==> config.mk <==
export PLATFORM = sky130hd
export DESIGN_NAME = rv32v_divide_sequencer
export DESIGN_NICKNAME = d
export VERILOG_FILES = /design/src/rtl/rv32v_divide_sequencer_pkg.sv /design/src/rtl/rv32v_divide_sequencer.sv
export SDC_FILE = /design/constraint.sdc
export NUM_CORES = 1
export LEC_CHECK = 0
export BUFFER_PORTS_ARGS = -buffer_cell sky130_fd_sc_hd__buf_2
export CAP_MARGIN = 20
export CORE_MARGIN = 2
export CORE_UTILIZATION = 47
export CTS_CLUSTER_DIAMETER = 100
export DETAILED_ROUTE_END_ITERATION = 6
export PLACE_DENSITY = 0.89
export REMOVE_ABC_BUFFERS = 1
export SLEW_MARGIN = 5
export SYNTH_ARGS = -nofsm -noshare
export SYNTH_HDL_FRONTEND = slang
export SYNTH_SLANG_ARGS = --single-unit
==> constraint.sdc <==
create_clock -name CLK -period 2.65 [get_ports CLK]
set_input_delay 0.3975 -clock CLK [delete_from_list [all_inputs] [get_ports CLK]]
set_output_delay 0.3975 -clock CLK [all_outputs]
set_load 0.05 [all_outputs]
==> src/rtl/rv32v_divide_sequencer_pkg.sv <==
// Shared vector-unit types used by the divide sequencer and its neighbours.
package rv32v_divide_sequencer_pkg;

    parameter int unsigned VLMAX = 16;

    typedef enum logic {
        UNSIGNED = 1'b0,
        SIGNED   = 1'b1
    } sign_type_t;

endpackage

==> src/rtl/rv32v_divide_sequencer.sv <==
// Walks the active elements of one vector divide request, issuing each to the scalar
// divide unit and streaming its result to writeback.
module rv32v_divide_sequencer
    import rv32v_divide_sequencer_pkg::*;
#(
    parameter int unsigned VLMAX = rv32v_divide_sequencer_pkg::VLMAX,
    parameter int unsigned IDX_W = $clog2(VLMAX)
) (
    input  logic             CLK,
    input  logic             RST,
    input  logic             req_valid,
    output logic             req_ready,
    input  logic [IDX_W:0]   req_vl,
    input  logic             req_div_type,
    input  logic             req_signed,
    input  logic             req_mask_en,
    input  logic [VLMAX-1:0] req_mask,
    output logic [IDX_W-1:0] rd_idx,
    input  logic [31:0]      rd_vs1,
    input  logic [31:0]      rd_vs2,
    output logic [31:0]      vs1_data,
    output logic [31:0]      vs2_data,
    output logic             start_div,
    output logic             div_type,
    output logic             is_signed_div,
    output sign_type_t       is_signed,
    input  logic             busy_du,
    input  logic             done_du,
    input  logic             exception_du,
    input  logic [31:0]      wdata_du,
    output logic             wb_valid,
    output logic [IDX_W-1:0] wb_idx,
    output logic [31:0]      wb_data,
    output logic             cmpl_valid,
    output logic             cmpl_exception,
    output logic [IDX_W-1:0] cmpl_exc_idx
);

    typedef enum logic [1:0] {StIdle, StIssue, StWait, StDone} state_e;

    state_e           state_q;
    logic [IDX_W-1:0] idx_q;
    logic [IDX_W:0]   vl_q;
    logic             type_q;
    logic             sign_q;
    logic [VLMAX-1:0] mask_q;
    logic             is_last;

    assign is_last       = ({1'b0, idx_q} + (IDX_W + 1)'(1)) == vl_q;
    assign req_ready     = (state_q == StIdle);
    assign rd_idx        = idx_q;
    assign div_type      = type_q;
    assign is_signed_div = sign_q;
    assign is_signed     = sign_q ? SIGNED : UNSIGNED;

    always_ff @(posedge CLK) begin
        if (RST) begin
            state_q        <= StIdle;
            idx_q          <= '0;
            vl_q           <= '0;
            type_q         <= 1'b0;
            sign_q         <= 1'b0;
            mask_q         <= '0;
            vs1_data       <= '0;
            vs2_data       <= '0;
            start_div      <= 1'b0;
            wb_valid       <= 1'b0;
            wb_idx         <= '0;
            wb_data        <= '0;
            cmpl_valid     <= 1'b0;
            cmpl_exception <= 1'b0;
            cmpl_exc_idx   <= '0;
        end else begin
            start_div  <= 1'b0;
            wb_valid   <= 1'b0;
            cmpl_valid <= 1'b0;
            case (state_q)
                StIdle: begin
                    if (req_valid) begin
                        vl_q           <= req_vl;
                        type_q         <= req_div_type;
                        sign_q         <= req_signed;
                        mask_q         <= req_mask_en ? req_mask : '1;
                        idx_q          <= '0;
                        cmpl_exception <= 1'b0;
                        cmpl_exc_idx   <= '0;
                        if (req_vl == '0) begin
                            cmpl_valid <= 1'b1;
                            state_q    <= StDone;
                        end else begin
                            state_q <= StIssue;
                        end
                    end
                end
                StIssue: begin
                    if (!mask_q[idx_q]) begin
                        if (is_last) begin
                            cmpl_valid <= 1'b1;
                            state_q    <= StDone;
                        end else begin
                            idx_q <= idx_q + IDX_W'(1);
                        end
                    end else if (!busy_du) begin
                        vs1_data  <= rd_vs1;
                        vs2_data  <= rd_vs2;
                        start_div <= 1'b1;
                        state_q   <= StWait;
                    end
                end
                StWait: begin
                    // A done_du coincident with our own start pulse belongs to an older operation
                    if (done_du && !start_div) begin
                        if (exception_du) begin
                            cmpl_exception <= 1'b1;
                            cmpl_exc_idx   <= idx_q;
                            cmpl_valid     <= 1'b1;
                            state_q        <= StDone;
                        end else begin
                            wb_valid <= 1'b1;
                            wb_idx   <= idx_q;
                            wb_data  <= wdata_du;
                            if (is_last) begin
                                state_q <= StDone;
                            end else begin
                                idx_q   <= idx_q + IDX_W'(1);
                                state_q <= StIssue;
                            end
                        end
                    end
                end
                StDone: begin
                    // Entered after a final writeback without cmpl_valid: raise it one cycle
                    // later so it never overlaps wb_valid
                    cmpl_valid <= !cmpl_valid;
                    if (cmpl_valid) begin
                        state_q <= StIdle;
                    end
                end
                default: state_q <= StIdle;
            endcase
        end
    end

endmodule

# Yosys cells after proc, flatten, opt, wreduce, memory -nomap -nowiden
# Index checks and enable logic that the tools add are counted.
# totals
ff_bits,137
latchBits,0
ramBits,0
romBits,0
input_bits,126
out_inout_bits,116
wordCells,87
n_memories,0
# classes
addsub,2
n_mul,0
div_mod_pow,0
order_cmp,1
eq_ne,12
shift,0
n_mux,36
n_bitwise,6
reduce_logical,15
# op_table
operator,count
4-bit two-way mux,7
2-bit two-way mux,9
16-bit two-way mux,1
1-bit two-way mux,13
"2-bit inequality test, second input constant",6
4-bit one-hot mux with 3 select lines,1
5-bit AND reduction,2
2-bit one-hot mux with 4 select lines,1
4-bit one-hot mux with 2 select lines,1
"3-bit inequality test, second input constant",2
1-bit NOT,6
3-bit AND reduction,2
3-bit OR reduction,2
"4-bit by 1-bit adder with 5-bit output, second input constant",1
5-bit == test,1
5-bit zero test,1
"4-bit by 5-bit < comparator with 1-bit output, second input constant",1
"4-bit by 1-bit adder with 4-bit output, second input constant",1
1-bit binary-select mux with 4-bit select,1
"2-bit == test, second input constant",2
1-bit one-hot mux with 4 select lines,1
4-bit AND reduction,1
3-bit nonzero test,1
"2-bit by 1-bit == test with 1-bit output, second input constant",1
6 further kinds,7

# Depth between registers and ports, before layout
# logic_depth
word_depth,6
ltp_mapped,9
depth_no_buf,8

# Worst setup path after synthesis
# Ideal clock, no wire load.
# synth_path
path_kind,reg2reg
start,register idx_q[1] (netlist: rd_idx[1])
end,register state_q[1]
arrival_ns,2.442
t_required_ns,2.549
path_slack_ns,0.107
stages_incl_launch_ff,7
synth_period_minus_slack_ns,2.543
path_cell_list,dfxtp_1 -> ha_1 -> xor2_1 -> nor4_2 -> a211oi_1 -> or3_1 -> o41ai_1
# synth_via
elab_chain_len,6
word_cells_on_any_way,12
classes_between,add/sub: 1; eq/ne: 3; mux: 7; reduce/logical: 1
# synth_lines
item,line,text
start: declaration,rv32v_divide_sequencer.sv:42,logic [IDX_W-1:0] idx_q;
start signal: assignment,rv32v_divide_sequencer.sv:101,idx_q <= idx_q + IDX_W'(1);
start signal: assignment,rv32v_divide_sequencer.sv:125,idx_q <= idx_q + IDX_W'(1);
4-bit by 1-bit adder with 5-bit output,rv32v_divide_sequencer.sv:49,"assign is_last = ({1'b0, idx_q} + (IDX_W + 1)'(1)) == vl_q;"
5-bit == test,rv32v_divide_sequencer.sv:49,
2-bit two-way mux,rv32v_divide_sequencer.sv:122,if (is_last) begin
2-bit two-way mux,rv32v_divide_sequencer.sv:113,if (exception_du) begin
2-bit two-way mux,rv32v_divide_sequencer.sv:112,if (done_du && !start_div) begin
2-bit one-hot mux with 4 select lines,rv32v_divide_sequencer.sv:77,case (state_q)
end signal: assignment,rv32v_divide_sequencer.sv:117,state_q <= StDone;
end signal: assignment,rv32v_divide_sequencer.sv:123,state_q <= StDone;
end signal: assignment,rv32v_divide_sequencer.sv:126,state_q <= StIssue;
end: declaration,rv32v_divide_sequencer.sv:41,state_e state_q;
# Parallel ways exist; a longest one is shown, timed or not. The select of a mux whose other input is x is not followed.
# A chain may end at the register's enable or synchronous reset.

# Worst setup path after layout
# layout_path
start,register idx_q[1] (netlist: rd_idx[1])
end,register vs2_data[15]
# layout_via
elab_chain_len,3
# layout_lines
item,line,text
1-bit binary-select mux with 4-bit select,rv32v_divide_sequencer.sv:96,if (!mask_q[idx_q]) begin
1-bit two-way mux (not written as such),rv32v_divide_sequencer.sv:96,
3-bit AND reduction (no source line),--,
end signal: assignment,rv32v_divide_sequencer.sv:105,vs2_data <= rd_vs2;
end: declaration,rv32v_divide_sequencer.sv:22,"output logic [31:0] vs2_data,"
# Every way passes these cells. The select of a mux whose other input is x is not followed.

==> impl_metrics.json <==
{
  "status": "completed",
  "max-slew-margin-rel_pct": 48.8,
  "place.gp.congestion": 0.875,
  "layout_setup_ws_ns": 0.290,
  "num_vias": 5238,
  "grt_first_pass_wirelength_um": 21500,
  "yosysSeqAreaShare_pct": 52.0,
  "setup_tns_ns": 0,
  "num_rows": 38,
  "place_ws_ns": 0.245,
  "drive_above_1_share_pct": 33.6,
  "worst_setup_path_end_kind": "flip-flop",
  "totalWireLength_um": 14300,
  "worstSkewPairLatency_ns": 0.50,
  "pwr-share-comb_pct": 25.4,
  "track_usage_pct": 22.7,
  "path_cells": "nor2b_1, a22oi_2, a21oi_1, nor2b_4, buf_4, nand2_1, a21oi_1",
  "switching_share_pct": 32.6,
  "yosysWarnings": 0,
  "drc": 0,
  "crit_top_cell": "a21oi_1",
  "viasPerCell": 5.07,
  "cap_violations": 0,
  "finalCritPeriodShare_pct": 89.1,
  "port_buffers": 241,
  "cts_tree": "yes",
  "start_kind": "flip-flop",
  "synth_top_area_share_pct": 52.0,
  "worstSetupPathType": "reg -> reg",
  "overflow": 0,
  "die_h_um": 110,
  "yosysMostFrequentCell": "nand2_1",
  "drt_iter0_markers": 381,
  "crit_required_ns": 3.07,
  "grt_max_degree": 70,
  "worstPathMaxFanout": 16,
  "initial_core_util_pct": 48.4,
  "yosys-top-cells-count": "221 x nand2_1, 137 x dfxtp_1, 117 x a21oi_1, 29 x clkbuf_1, 28 x nor2_1",
  "vdd.ir_drop.worst_uv": 595,
  "slowest_stage": "dfxtp_1",
  "antenna_found_initial": 0,
  "grt_pass1_vias": 4705,
  "cts-htree-levels": 4,
  "p_switching_mw": 2.01,
  "cts-buffers-inserted": 17,
  "skew_ns": 0.00763,
  "pwr-share-seq_pct": 38.5,
  "clockBufferDepth": 2,
  "synthTopCellsByArea": "dfxtp_1 52%, nand2_1 16%, a21oi_1 11%, nor3b_1 2.4%, clkbuf_1 2.1%",
  "arrival_ns": 2.78,
  "power.leakage_nw": 3.17,
  "power_mw": 6.15,
  "worst_pin_slew_ns": 0.768,
  "utilization_pct": 66.1,
  "cts_sinks": 137,
  "clock_power_share_pct": 36.0,
  "ys_async_sr_fraction_pct": 0,
  "area_delta_synth_final_pct": 36.6,
  "first_pass_iters": 4,
  "layout.nets": 1012,
  "yosys.area.top_type": "dfxtp_1",
  "place_hpwl_um": 10200,
  "die_w_um": 110,
  "final_max_slew_viol_count": 0,
  "design.core.area_mm2": 0.0109,
  "fin_crit_ns": 2.36,
  "intPower_mw": 4.14,
  "synth_enable_flop_cells": 0,
  "setup_viol": 0,
  "ys.flop_type": "dfxtp_1",
  "die-area_mm2": 0.0121,
  "antennaDiodeCount": 0,
  "finalHoldViolations": 0,
  "path_clk_slew_ns": 0.06,
  "detail-route-antenna-nets": 0,
  "max_freq_ghz": 0.424,
  "power_density_mw_per_mm2": 854,
  "synthCells": 653,
  "synth_cell_type_count": 43,
  "syn_area_mm2": 0.00527,
  "num_io_pins": 242,
  "r2r_slack_ns": 0.29,
  "root_buffer": "clkbuf_8",
  "post_drt_wl_per_cell_um": 13.8,
  "ys_seq_elements": 137,
  "slowest_delay_ns": 0.55,
  "rsz0062_at_grt": "no",
  "synth_area_per_cell_um2": 8.07,
  "min_path_type": "in -> reg"
}
## power by group through the flow
| stage | Combinational (mW) | Sequential [mW] | Clock [mW] |
|---|---|---|---|
| 6_report | 1.56 | 2.37 | 2.22 |
| 3_5_place_dp | 1.53 | 2.41 | 0 |
| 5_1_grt | 1.71 | 2.40 | 2.35 |
| 4_1_cts | 1.54 | 2.37 | 2.26 |
| 2_1_floorplan | 0.735 | 2.71 | 0 |
| 3_3_place_gp | 1.50 | 2.40 | 0 |
## stage by stage
| step | hold slack [ns] | instances | area [µm²] |
|---|---|---|---|
| floorplan | 0.442 | 607 | 5070 |
| global placement | 0.438 | 1002 | 6630 |
| detailed placement | 0.443 | 1002 | 6630 |
| CTS | 0.103 | 1034 | 7190 |
| global route | 0.104 | 1034 | 7200 |
| finish | 0.125 | 1034 | 7200 |
## timing repair
action / in CTS / in global routing
hold buffers: 0 / 0
setup buffers: 0 / 0
gates resized for setup: 0 / 2
setup endpoints to repair: 0 / 1
## state kept, by name (all words and copies together), names as in the netlist
name / count
vs1_data: 32
vs2_data: 32
wb_data: 32
mask_q: 16
vl_q: 5
cmpl_exc_idx: 4
rd_idx: 4
wb_idx: 4
state_q: 2
cmpl_exception: 1
cmpl_valid: 1
div_type: 1
is_signed_div: 1
start_div: 1
wb_valid: 1
## logic make-up after synthesis
group / after synthesis / share of synthesized area [%]
adder cells (fa/ha/maj): 5 / 1.19
multiplexers: 5 / 1.92
buffers and inverters: 52 / 4.18
flip-flops: 137 / 52.0
AND/OR/NAND/NOR: 311 / 25.4
XOR/XNOR: 5 / 0.831
AO/OA/AOI/OAI: 138 / 14.4
## worst paths after layout
kind	cells past startpoint	to	from
setup / recovery	7	vs2_data[15]	rd_idx[1]
hold reg to reg	2	vs2_data[4]	vs2_data[4]
setup reg to reg	7	vs2_data[15]	rd_idx[1]
hold / removal	3	is_signed_div	req_signed
## layout by cell type (no fill, tap or decap), types with 3 or more instances in the layout
master and instances:
clkinv_4 3, inv_1 6, nor2b_1 5, dfxtp_1 136, xnor2_1 3, nor3_1 18
mux4_2 4, clkinv_2 5, a21oi_1 117, buf_12 4, nand2_1 221, nor3b_1 16
nand3_1 4, a22oi_1 4, buf_2 240, clkbuf_16 16, nor2_1 28, buf_4 11
nand2b_1 5, ha_1 5
## area by class of cell
class | instances | area, µm²
clock inverters | 12 | 126
flip-flops and latches | 137 | 2740
multi-input cells | 464 | 2330
inverters | 6 | 22.5
well taps | 140 | 175
repair buffers | 255 | 1360
fillers | 903 | 3690
clock buffers | 20 | 435
## routing by layer
metal | share of wire [%] | vias up | track usage [%] | routed length (µm)
met5 | 0 | - | 0 | 0
li1 | - | 2621 | - | -
met2 | 51 | 193 | 39.5 | 7350
met4 | 1.7 | 0 | 8.50 | 244
met3 | 8.6 | 18 | 7.53 | 1230
met1 | 38 | 2406 | 25.6 | 5480
## critical path, delay by kind of cell, from the launching register on
family                 cells  cell delay [ns]
AOI/OAI and AO/OA          3             0.63
DFF                        1             0.55
buffers and inverters      1             0.28
and+or+nand+nor            3             0.79
Power figures use the tool's default switching activity.
